==> src/rtl/gcd_if.sv <==
// gcd_if: operand/result handshake bundle for gcd_engine.
// The master side supplies operands and consumes results. The slave side is the engine.
interface gcd_if #(
    parameter int WIDTH = 8
);
    logic             in_valid;
    logic             in_ready;
    logic [WIDTH-1:0] a_in;
    logic [WIDTH-1:0] b_in;
    logic             out_valid;
    logic             out_ready;
    logic [WIDTH-1:0] gcd_out;
    logic             busy;

    modport master (
        output in_valid, a_in, b_in, out_ready,
        input  in_ready, out_valid, gcd_out, busy
    );

    modport slave (
        input  in_valid, a_in, b_in, out_ready,
        output in_ready, out_valid, gcd_out, busy
    );
endinterface

==> src/rtl/gcd_engine.sv <==
// gcd_engine: iterative subtract-based GCD with valid/ready handshakes.
// Flow: IDLE accepts an operand pair, CALC performs one subtraction per cycle,
// and DONE holds the result until it is taken.
// Optional macro GCD_ITER_CNT_EN adds a saturating subtraction counter and the
// iter_cnt output port.
module gcd_engine #(
    parameter int WIDTH = 8,
    parameter int CNT_W = 16
) (
    input  logic             clk,
    input  logic             rst_n,
    gcd_if.slave             bus
`ifdef GCD_ITER_CNT_EN
    ,
    output logic [CNT_W-1:0] iter_cnt
`endif
);

    if (WIDTH < 2 || CNT_W < 1) begin : g_bad_param
        $error("gcd_engine: WIDTH must be >= 2 and CNT_W >= 1");
    end

    typedef enum logic [1:0] {
        IDLE = 2'd0,
        CALC = 2'd1,
        DONE = 2'd2
    } state_t;

    state_t           state_q;
    logic [WIDTH-1:0] a_q;
    logic [WIDTH-1:0] b_q;
    logic [WIDTH-1:0] gcd_q;
    logic             in_ready_q;
    logic             out_valid_q;
    logic             busy_q;

    logic [WIDTH-1:0] a_d;
    logic [WIDTH-1:0] b_d;
    logic [WIDTH-1:0] gcd_d;
    logic             finish_d;

`ifdef GCD_ITER_CNT_EN
    logic [CNT_W-1:0] cnt_q;

    // The counter sticks at its maximum value instead of wrapping to zero.
    function automatic logic [CNT_W-1:0] sat_inc(input logic [CNT_W-1:0] v);
        logic [CNT_W-1:0] one;
        one = '0;
        one[0] = 1'b1;
        return (&v) ? v : v + one;
    endfunction
`endif

    // One subtraction step: the larger operand is always the minuend, so no underflow.
    always_comb begin
        finish_d = (a_q == '0) || (b_q == '0) || (a_q == b_q);
        gcd_d    = (a_q == '0) ? b_q : a_q;
        a_d      = a_q;
        b_d      = b_q;
        if (a_q > b_q) begin
            a_d = a_q - b_q;
        end else begin
            b_d = b_q - a_q;
        end
    end

    // Controller and datapath registers. Handshake outputs are registered, so they
    // have no combinational path from in_valid or out_ready.
    always_ff @(posedge clk or negedge rst_n) begin
        if (!rst_n) begin
            state_q     <= IDLE;
            a_q         <= '0;
            b_q         <= '0;
            gcd_q       <= '0;
            in_ready_q  <= 1'b1;
            out_valid_q <= 1'b0;
            busy_q      <= 1'b0;
`ifdef GCD_ITER_CNT_EN
            cnt_q       <= '0;
`endif
        end else begin
            case (state_q)
                IDLE: begin
                    if (bus.in_valid) begin
                        a_q        <= bus.a_in;
                        b_q        <= bus.b_in;
`ifdef GCD_ITER_CNT_EN
                        cnt_q      <= '0;
`endif
                        state_q    <= CALC;
                        in_ready_q <= 1'b0;
                        busy_q     <= 1'b1;
                    end
                end
                CALC: begin
                    if (finish_d) begin
                        gcd_q       <= gcd_d;
                        state_q     <= DONE;
                        out_valid_q <= 1'b1;
                    end else begin
                        a_q   <= a_d;
                        b_q   <= b_d;
`ifdef GCD_ITER_CNT_EN
                        cnt_q <= sat_inc(cnt_q);
`endif
                    end
                end
                DONE: begin
                    if (bus.out_ready) begin
                        state_q     <= IDLE;
                        out_valid_q <= 1'b0;
                        busy_q      <= 1'b0;
                        in_ready_q  <= 1'b1;
                    end
                end
                default: begin
                    state_q     <= IDLE;
                    out_valid_q <= 1'b0;
                    busy_q      <= 1'b0;
                    in_ready_q  <= 1'b1;
                end
            endcase
        end
    end

    assign bus.in_ready  = in_ready_q;
    assign bus.out_valid = out_valid_q;
    assign bus.busy      = busy_q;
    assign bus.gcd_out   = gcd_q;
`ifdef GCD_ITER_CNT_EN
    assign iter_cnt      = cnt_q;
`endif

endmodule

==> src/flat_wrapper.sv <==
// flat-port wrapper written by rule: the top's interface ports become plain ports
module gcd_engine_flat 
#(
    parameter int WIDTH = 8,
    parameter int CNT_W = 16
)
  (clk, rst_n, bus_in_valid, bus_a_in, bus_b_in, bus_out_ready, bus_in_ready, bus_out_valid, bus_gcd_out, bus_busy);
  gcd_if #(.WIDTH(WIDTH)) bus_i ();
  input  logic clk;
  input  logic rst_n;
  input wire logic [$bits(bus_i.in_valid)-1:0] bus_in_valid;
  input wire logic [$bits(bus_i.a_in)-1:0] bus_a_in;
  input wire logic [$bits(bus_i.b_in)-1:0] bus_b_in;
  input wire logic [$bits(bus_i.out_ready)-1:0] bus_out_ready;
  output wire logic [$bits(bus_i.in_ready)-1:0] bus_in_ready;
  output wire logic [$bits(bus_i.out_valid)-1:0] bus_out_valid;
  output wire logic [$bits(bus_i.gcd_out)-1:0] bus_gcd_out;
  output wire logic [$bits(bus_i.busy)-1:0] bus_busy;
  assign bus_i.in_valid = bus_in_valid;
  assign bus_i.a_in = bus_a_in;
  assign bus_i.b_in = bus_b_in;
  assign bus_i.out_ready = bus_out_ready;
  assign bus_in_ready = bus_i.in_ready;
  assign bus_out_valid = bus_i.out_valid;
  assign bus_gcd_out = bus_i.gcd_out;
  assign bus_busy = bus_i.busy;
  gcd_engine #(.WIDTH(WIDTH), .CNT_W(CNT_W)) u_core (.clk(clk), .rst_n(rst_n), .bus(bus_i));
endmodule
==> config.mk <==
export PLATFORM = sky130hd
export DESIGN_NAME = gcd_engine_flat
export DESIGN_NICKNAME = d
export VERILOG_FILES = /design/src/rtl/gcd_if.sv /design/src/rtl/gcd_engine.sv /design/src/flat_wrapper.sv
export SDC_FILE = /design/constraint.sdc
export NUM_CORES = 1
export LEC_CHECK = 0
export CAP_MARGIN = 20
export CORE_ASPECT_RATIO = 1.1
export CORE_UTILIZATION = 55
export DETAILED_ROUTE_END_ITERATION = 8
export GPL_TIMING_DRIVEN = 0
export PLACE_DENSITY = 0.84
export SLEW_MARGIN = 20
export SYNTH_ARGS = -nofsm -noshare
export SYNTH_HDL_FRONTEND = slang
export SYNTH_SLANG_ARGS = --single-unit
==> constraint.sdc <==
create_clock -name clk -period 3.2 [get_ports clk]
set_clock_uncertainty 0.1 [all_clocks]
set_input_delay 0.64 -clock clk [delete_from_list [all_inputs] [get_ports clk]]
set_output_delay 0.64 -clock clk [all_outputs]
set_load 0.03 [all_outputs]
# [Word-level counts from Yosys, hierarchy flattened]
# Index checks and enable logic that the tools add are counted.
[word_totals] word_cells=54 register_bits=29 in_bits=20 output_inout_bits=11
[classes] eq_ne=9 bitwise_logic=2 mux=21 add_sub_neg=2 reduce_logical=12 n_lt_le_gt_ge=1
[ops] operator="$mux W8" count=7
[ops] operator="$pmux W8 S2" count=2
[ops] operator="$logic_not A8 Y1" count=2
[ops] operator="$sub A8 B8 Y8" count=2
[ops] operator="$pmux W1 S3" count=3
[ops] operator="$reduce_and A3 Y1" count=3
[ops] operator="$eq A8 B8 Y1" count=1
[ops] operator="$gt A8 B8 Y1" count=1
[ops] operator="$ne A2 B2 Y1 const B" count=4
[ops] operator="$reduce_and A4 Y1" count=2
[ops] operator="$mux W2" count=3
[ops] operator="$pmux W2 S3" count=1
[ops] operator="$mux W1" count=5
[ops] operator="$ne A2 B1 Y1 const B" count=2
[ops] operator="$eq A2 B1 Y1 const B" count=1
[ops] operator="$eq A2 B2 Y1 const B" count=1
[ops] operator="$logic_not A2 Y1" count=1
[ops] operator="$logic_or A1 B1 Y1" count=2
[ops] operator="$not A1 Y1" count=2
[ops] operator="$reduce_and A2 Y1" count=1
[ops] operator="$reduce_bool A2 Y1" count=1

# [Depth between registers and ports, before layout]
# Gate-level depths: netlist of run 1.
[depth] ltp_word=5 mapped_depth=9 ltp_nobuf=8

# [Least setup slack after synthesis of run 1]
# No wires, ideal clock.
[synth_path] path_kind="reg2reg" startpoint="reg u_core.a_q[0]" endpoint="reg u_core.b_q[3]" period_less_slack_ns=2.495 path_stages_with_launch=9 setup_time_ns=0.125 required_time_ns=2.975 path_slack_ns=0.705 arrival_ns=2.270 path_buffers=0 path_cell_list="dfrtp_1 > inv_1 > ha_1 > fa_1 > nand2b_1 > a211oi_1 > o32ai_1 > a31oi_4 > mux2_4"
[synth_via] elab_chain_cells=5 word_cells_on_any_way=12 cone_classes="add/sub: 1; order compare: 1; eq/ne: 3; mux: 3; reduce/logical: 4"
[synth_lines] element="from (decl)" line="gcd_engine.sv:30" text="logic [WIDTH-1:0] a_q;"
[synth_lines] element="from (signal assigned)" line="gcd_engine.sv:85" text="a_q <= bus.a_in;"
[synth_lines] element="branches (longest 5 deep; another with $sub A8 B8 Y8)"
[synth_lines] element="to (signal assigned)" line="gcd_engine.sv:86" text="b_q <= bus.b_in;"
[synth_lines] element="to (decl)" line="gcd_engine.sv:31" text="logic [WIDTH-1:0] b_q;"
# Parallel ways; which one is timed is not known. The select of a mux whose other input is x is not followed.
# A chain may end at the register's enable or synchronous reset.

# [Worst setup path after layout of run 1]
[layout_path] startpoint="reg u_core.a_q[0]" endpoint="reg u_core.b_q[5]"
# Same word-level chain as after synthesis.

==> impl_metrics.csv, run 1 <==
group,metric,value,unit
clock_network,h-tree-depth,2,
routing,drtIter0Drc,106,
synth,ys_ff_latch,29,
global_routing,grt.total_usage,25.6,%
routing,post-route-drc-count,0,
synth,netlist_instances,241,
finish,final_cell_mix,"a21oi_1 (34), nor2_1 (31), clkdlybuf4s50_1 (29)",
finish,layout-drive-gt1-share,10.1,%
synth,synth_top_area_cell,"dfrtp_1",
clock_network,cts_sinks,29,
clock_network,insertion_delay,0.28,ns
routing,drtPass1Iterations,4,
setup_path,reg2reg_from,"u_core.a_q[0]$_DFFE_PN0P_",
synth,synthTopCellsByArea,"dfrtp_1 (32%), ha_1 (8.6%), a21oi_1 (7.8%)",
setup_path,max_stage_delay,0.45,ns
die,dieArea,0.00424,mm^2
setup_path,r2r_end,"u_core.b_q[5]$_DFFE_PN0P_",
sta,fin_tns_setup,0,ns
routing,wl_per_cell,15.2,um
global_routing,antenna_found_initial,0,
sta,period_share,93.9,%
clock_network,cts_resized,0,
synth,synth_ff_type,"dfrtp_1",
synth,postSynthAreaPerCell,9.09,um^2
setup_path,crit_path_start_kind,"register",
die,core-area,0.00371,mm^2
setup_path,crit_arrival,3.07,ns
clock_network,numCtsBuffers,5,
placed_design,globalplace.congestion,0.873,
finish,layout_commonest_cell,"a21oi_1",
die,row_count,23,
placed_design,place_hpwl,3.80,mm
synth,synth_warnings,0,
finish,fillCellCount,299,
synth,syn_nets,278,
setup_path,crit_chain,"inv_1 > ha_1 > fa_1 > nand2b_1 > a211oi_1 > o32ai_1 > a31oi_4 > mux2_4",
routing,wirelength,4.99,mm
global_routing,overflow,0,
die,initial_core_util,59.0,%
setup_path,rrSetupSlack,0.19,ns
clock_network,clk_path_buf_depth,2,
setup_path,crit_path_start,"u_core.a_q[0]$_DFFE_PN0P_",
global_routing,grt_pass1_wl,8.21,mm
sta,setup_viol,0,
sta,rsz0062_at_grt,"no",
min_path,holdCritPathClass,"primary input to async pin",
setup_path,crit_path_top_delay_cell,"a31oi_4",
clock_network,post_cts_buffers,0,
outcome,outcome,"completed",
global_routing,grt_pass1_vias,1758,
sta,clock.fmax,333,MHz
synth,synth_cell_types,41,
die,die_w,62.2,um
finish,n_antenna_cell,0,
synth,synth_async_sr_flop_share,100,%
synth,synth-edff-count,0,
setup_path,cp-end-kind,"register",
finish,synthToLayoutAreaGrowth,20.3,%
synth,yosysTopAreaCellShare,32.0,%
setup_path,cp_max_fo,8,
setup_path,required,3.27,ns
synth,netlist_area,0.00219,mm^2
sta,slew_violations,0,
die,io_pins,31,
setup_path,critPathKind,"register to register",
setup_path,reg2reg_depth,8,
sta,timing.slew.headroom,57.1,%
sta,tightestPinTransition,0.644,ns
flow_run,maxCapViolations,0,
clock_network,hold_buffers,0,
placed_design,io_buffers,30,
clock_network,cts_tree,"yes",
routing,antenna_left,0,
clock_network,clkSlewWorstSetupHoldPaths,0.06,ns
setup_path,cp-endpoint,"u_core.b_q[5]$_DFFE_PN0P_",
global_routing,grt_max_degree,30,
finish,fin_nets,315,
routing,via_per_inst,5.80,
sta,timing.final.hold_violations,0,
routing,num_vias,1901,
sta,finalCriticalPeriod,3.01,ns
clock_network,cts_root_buf,"clkbuf_8",
synth,ys_seq_area_share,33.2,%
die,dieHeight,68.2,um
finish,postLayoutCoreUtil,70.9,%
-- sequential cells by signal (all words and copies together), names as in the netlist --
signal and count:
u_core.a_q 8, u_core.b_q 8, u_core.bus.gcd_out 8, u_core.state_q 2, u_core.bus.busy 1, u_core.bus.in_ready 1, u_core.bus.out_valid 1
-- worst min path at each step --
stage                                             to  slack [ns]  depth (start not counted)
finish              u_core.bus.out_valid$_DFFE_PN0P_        0.28                          1
global placement    u_core.bus.out_valid$_DFFE_PN0P_        0.36                          1
floorplan                  u_core.a_q[0]$_DFFE_PN0P_        0.24                          0
global route        u_core.bus.out_valid$_DFFE_PN0P_        0.34                          1
CTS                        u_core.b_q[7]$_DFFE_PN0P_        0.30                          1
detailed placement  u_core.bus.out_valid$_DFFE_PN0P_        0.37                          1
-- through the flow --
stage	hold WS, ns	setup slack (ns)	instances	cell area (um^2)
global placement	0.361	0.240	321	2550
floorplan	0.244	0.705	241	2190
CTS	0.295	0.183	328	2630
finish	0.281	0.194	328	2630
global route	0.337	0.0653	328	2630
detailed placement	0.366	0.200	321	2550
-- critical path: cells and delay by family (launching register included) --
family / cells / cell delay [ns]
compound gates: 3 / 1.09
fa+ha+maj: 2 / 0.61
flops: 1 / 0.44
mux: 1 / 0.34
simple gates: 1 / 0.22
buf+inv: 1 / 0.08
-- routing by layer --
metal | global-route usage [%] | share of wire [%]
met3 | 5.83 | 4.1
met5 | 0 | 0
met1 | 31.2 | 45
met4 | 11.6 | 1.1
met2 | 44.1 | 50
-- synth_stat cells (all sizes together), types with 2 or more instances --
cell	instances
mux2	9
o31ai	3
or4	5
a221o	2
nor3	2
a21oi	34
or3	2
o221ai	2
o31a	3
nand4	3
mux2i	10
nor2b	5
nor2	32
a31oi	2
nand2	8
dfrtp	28
a21boi	2
o21ai	10
inv	20
nor4	3
nand2b	7
nand3b	3
buf	4
a211oi	5
a21o	2
ha	15
clkbuf	7
fa	2
-- final cells by class --
cell class / count / area, um^2 / area share [%]
tap: 50 / 62.6 / 2.38
clock buffer: 7 / 86.3 / 3.28
sequential: 29 / 727 / 27.6
timing repair buffer: 30 / 295 / 11.2
multi-input combinational: 181 / 1340 / 50.9
inverter: 20 / 75.1 / 2.85
buffer: 11 / 46.3 / 1.76
-- cell families (layout without fill, tap and decap cells) --
kind of cell | count (synthesis) | in the layout | share of synthesized area (%)
buffers and inverters | 31 | 68 | 5.54
flip-flops | 29 | 29 | 33.2
adder cells (fa/ha/maj) | 17 | 17 | 10.4
multiplexers | 19 | 19 | 10.7
AO/OA/AOI/OAI | 71 | 71 | 21.3
AND/OR/NAND/NOR | 74 | 74 | 18.8
Power of run 1 is left out: the tool's default activity adds up to more than one toggle a clock period on the data nets, which glitch-free logic cannot reach.
==> run 2, diff against run 1 <==
--- a/config.mk
+++ b/config.mk
@@ -5,7 +5,6 @@
 export SDC_FILE = /design/constraint.sdc
 export NUM_CORES = 1
 export LEC_CHECK = 0
-export CAP_MARGIN = 20
 export CORE_ASPECT_RATIO = 1.1
 export CORE_UTILIZATION = 55
 export DETAILED_ROUTE_END_ITERATION = 8
==> constraint.sdc (replaced) <==
create_clock -name clk -period 3.71 [get_ports clk]
set_clock_uncertainty 0.1 [all_clocks]
set_input_delay 0.742 -clock clk [delete_from_list [all_inputs] [get_ports clk]]
set_output_delay 0.742 -clock clk [all_outputs]
set_load 0.03 [all_outputs]
==> results of run 2 <==
The final DEF is identical to that of run 1. Status: completed.
Main changes from that run: setup slack after placement 0.200 ns -> 0.710 ns; setup slack after layout 0.194 ns -> 0.704 ns; hold slack 0.281 ns -> 0.373 ns; register-to-register setup slack 0.19 ns -> 0.70 ns
Power of run 2 is left out for the same reason.
==> run 3, diff against run 2 <==
==> constraint.sdc (replaced) <==
create_clock -name clk -period 3.1 [get_ports clk]
set_clock_uncertainty 0.1 [all_clocks]
set_input_delay 0.62 -clock clk [delete_from_list [all_inputs] [get_ports clk]]
set_output_delay 0.62 -clock clk [all_outputs]
set_load 0.03 [all_outputs]
==> impl_metrics.csv, run 3 (same netlist as run 1, synthesis figures left out) <==
group,metric,value,unit
outcome,outcome,"completed",
sta,clock.fmax,350,MHz
sta,fin_tns_setup,0,ns
clock_network,insertion_delay,0.28,ns
die,die_w,62.2,um
routing,via_per_inst,5.74,
routing,wl_met3,198,um
routing,post-route-drc-count,0,
finish,final_cell_mix,"a21oi_1 (34), nor2_1 (31), clkdlybuf4s50_1 (29)",
finish,layout-drive-gt1-share,10.4,%
die,io_pins,31,
routing,wl_per_cell,15.2,um
clock_network,cts_resized,0,
setup_path,crit_path_start,"u_core.a_q[0]$_DFFE_PN0P_",
clock_network,cts_sinks,29,
setup_path,cp-end-kind,"register",
routing,highest_layer,"met4",
global_routing,grt.total_usage,25.6,%
setup_path,required,3.17,ns
finish,n_antenna_cell,0,
global_routing,grt_max_degree,30,
die,row_count,23,
finish,multi_input_area,0.00134,mm^2
global_routing,grt_pass1_vias,1758,
sta,finalCriticalPeriod,2.86,ns
setup_path,crit_arrival,2.93,ns
sta,timing.slew.headroom,56.9,%
clock_network,numCtsBuffers,5,
finish,synthToLayoutAreaGrowth,21.2,%
setup_path,cp_max_fo,8,
setup_path,critPathKind,"register to register",
setup_path,crit_path_start_kind,"register",
routing,wirelength,5.02,mm
min_path,holdCritPathClass,"primary input to async pin",
routing,drtPass1Iterations,5,
finish,layout_commonest_cell,"a21oi_1",
clock_network,clkSlewWorstSetupHoldPaths,0.06,ns
routing,num_vias,1887,
clock_network,cts_tree,"yes",
clock_network,h-tree-depth,2,
global_routing,grt_pass1_wl,8.21,mm
die,core-area,0.00371,mm^2
finish,fillCellCount,293,
die,dieArea,0.00424,mm^2
sta,period_share,92.2,%
placed_design,globalplace.congestion,0.873,
sta,slew_violations,0,
finish,fin_nets,316,
die,dieHeight,68.2,um
flow_run,maxCapViolations,0,
global_routing,overflow,0,
die,initial_core_util,59.0,%
sta,tightestPinTransition,0.647,ns
routing,wl_met2,2.53,mm
setup_path,reg2reg_from,"u_core.a_q[0]$_DFFE_PN0P_",
sta,timing.final.hold_violations,0,
placed_design,io_buffers,30,
finish,ff_latch_area,727,um^2
placed_design,place_hpwl,3.80,mm
routing,wl_met1,2.22,mm
clock_network,cts_root_buf,"clkbuf_8",
clock_network,clk_path_buf_depth,2,
global_routing,antenna_found_initial,0,
routing,drtIter0Drc,120,
routing,antenna_left,0,
sta,setup_viol,0,
sta,rsz0062_at_grt,"no",
[run 3: changes by cell type in the layout (fill, tap and decap cells not counted), sizes merged]
cell  before  now
buf        5    6
[run 3: per-layer routing]
layer / track usage, % / vias to the layer above
met5: 0 / -
met4: 11.6 / 0
met3: 5.83 / 10
met2: 44.1 / 55
met1: 31.2 / 880
li1: - / 942
[run 3: worst paths after layout]
kind | to | slack, ns | cells after the start
max reg2reg | u_core.b_q[5]$_DFFE_PN0P_ | 0.24 | 9
min | u_core.bus.busy$_DFFE_PN0P_ | 0.26 | 1
max in group asynchronous | u_core.b_q[0]$_DFFE_PN0P_ | 2.21 | 1
min reg2reg | u_core.bus.out_valid$_DFFE_PN0P_ | 0.37 | 1
min in group clk | u_core.bus.out_valid$_DFFE_PN0P_ | 0.37 | 1
max | u_core.b_q[5]$_DFFE_PN0P_ | 0.24 | 9
[run 3: worst max-delay path, cell delays in order, from the launching register on]
cell and delay (ns):
dfrtp_1 0.44, inv_1 0.08, ha_1 0.22, fa_1 0.39
nand2b_1 0.21, a211oi_1 0.42, o32ai_1 0.22, a31oi_4 0.19
buf_12 0.16, mux2_4 0.30
[run 3: stage by stage]
stage	worst slack [ns]	instances	hold WS [ns]	area, um^2	utilization, %
2_1_floorplan	0.605	241	0.224	2190	-
3_3_place_gp	0.140	321	0.361	2550	68.8
3_5_place_dp	0.100	321	0.366	2550	68.6
4_1_cts	0.0833	328	0.275	2630	70.9
5_1_grt	0.137	329	0.316	2650	71.5
6_report	0.241	329	0.260	2650	71.5
[run 3: final cells by class]
cell class,instances,area share (%)
plain buffers,11,1.74
clock buffers,7,3.25
inverters,20,2.83
multi-input cells,181,50.5
flip-flops and latches,29,27.4
well taps,50,2.36
repair buffers,31,11.9
[run 3: timing repair]
item / 4_1_cts / 5_1_grt
setup endpoints to repair: 0 / 4
hold buffers: 0 / 0
buffers inserted: 0 / 1
Power of run 3 is left out for the same reason.
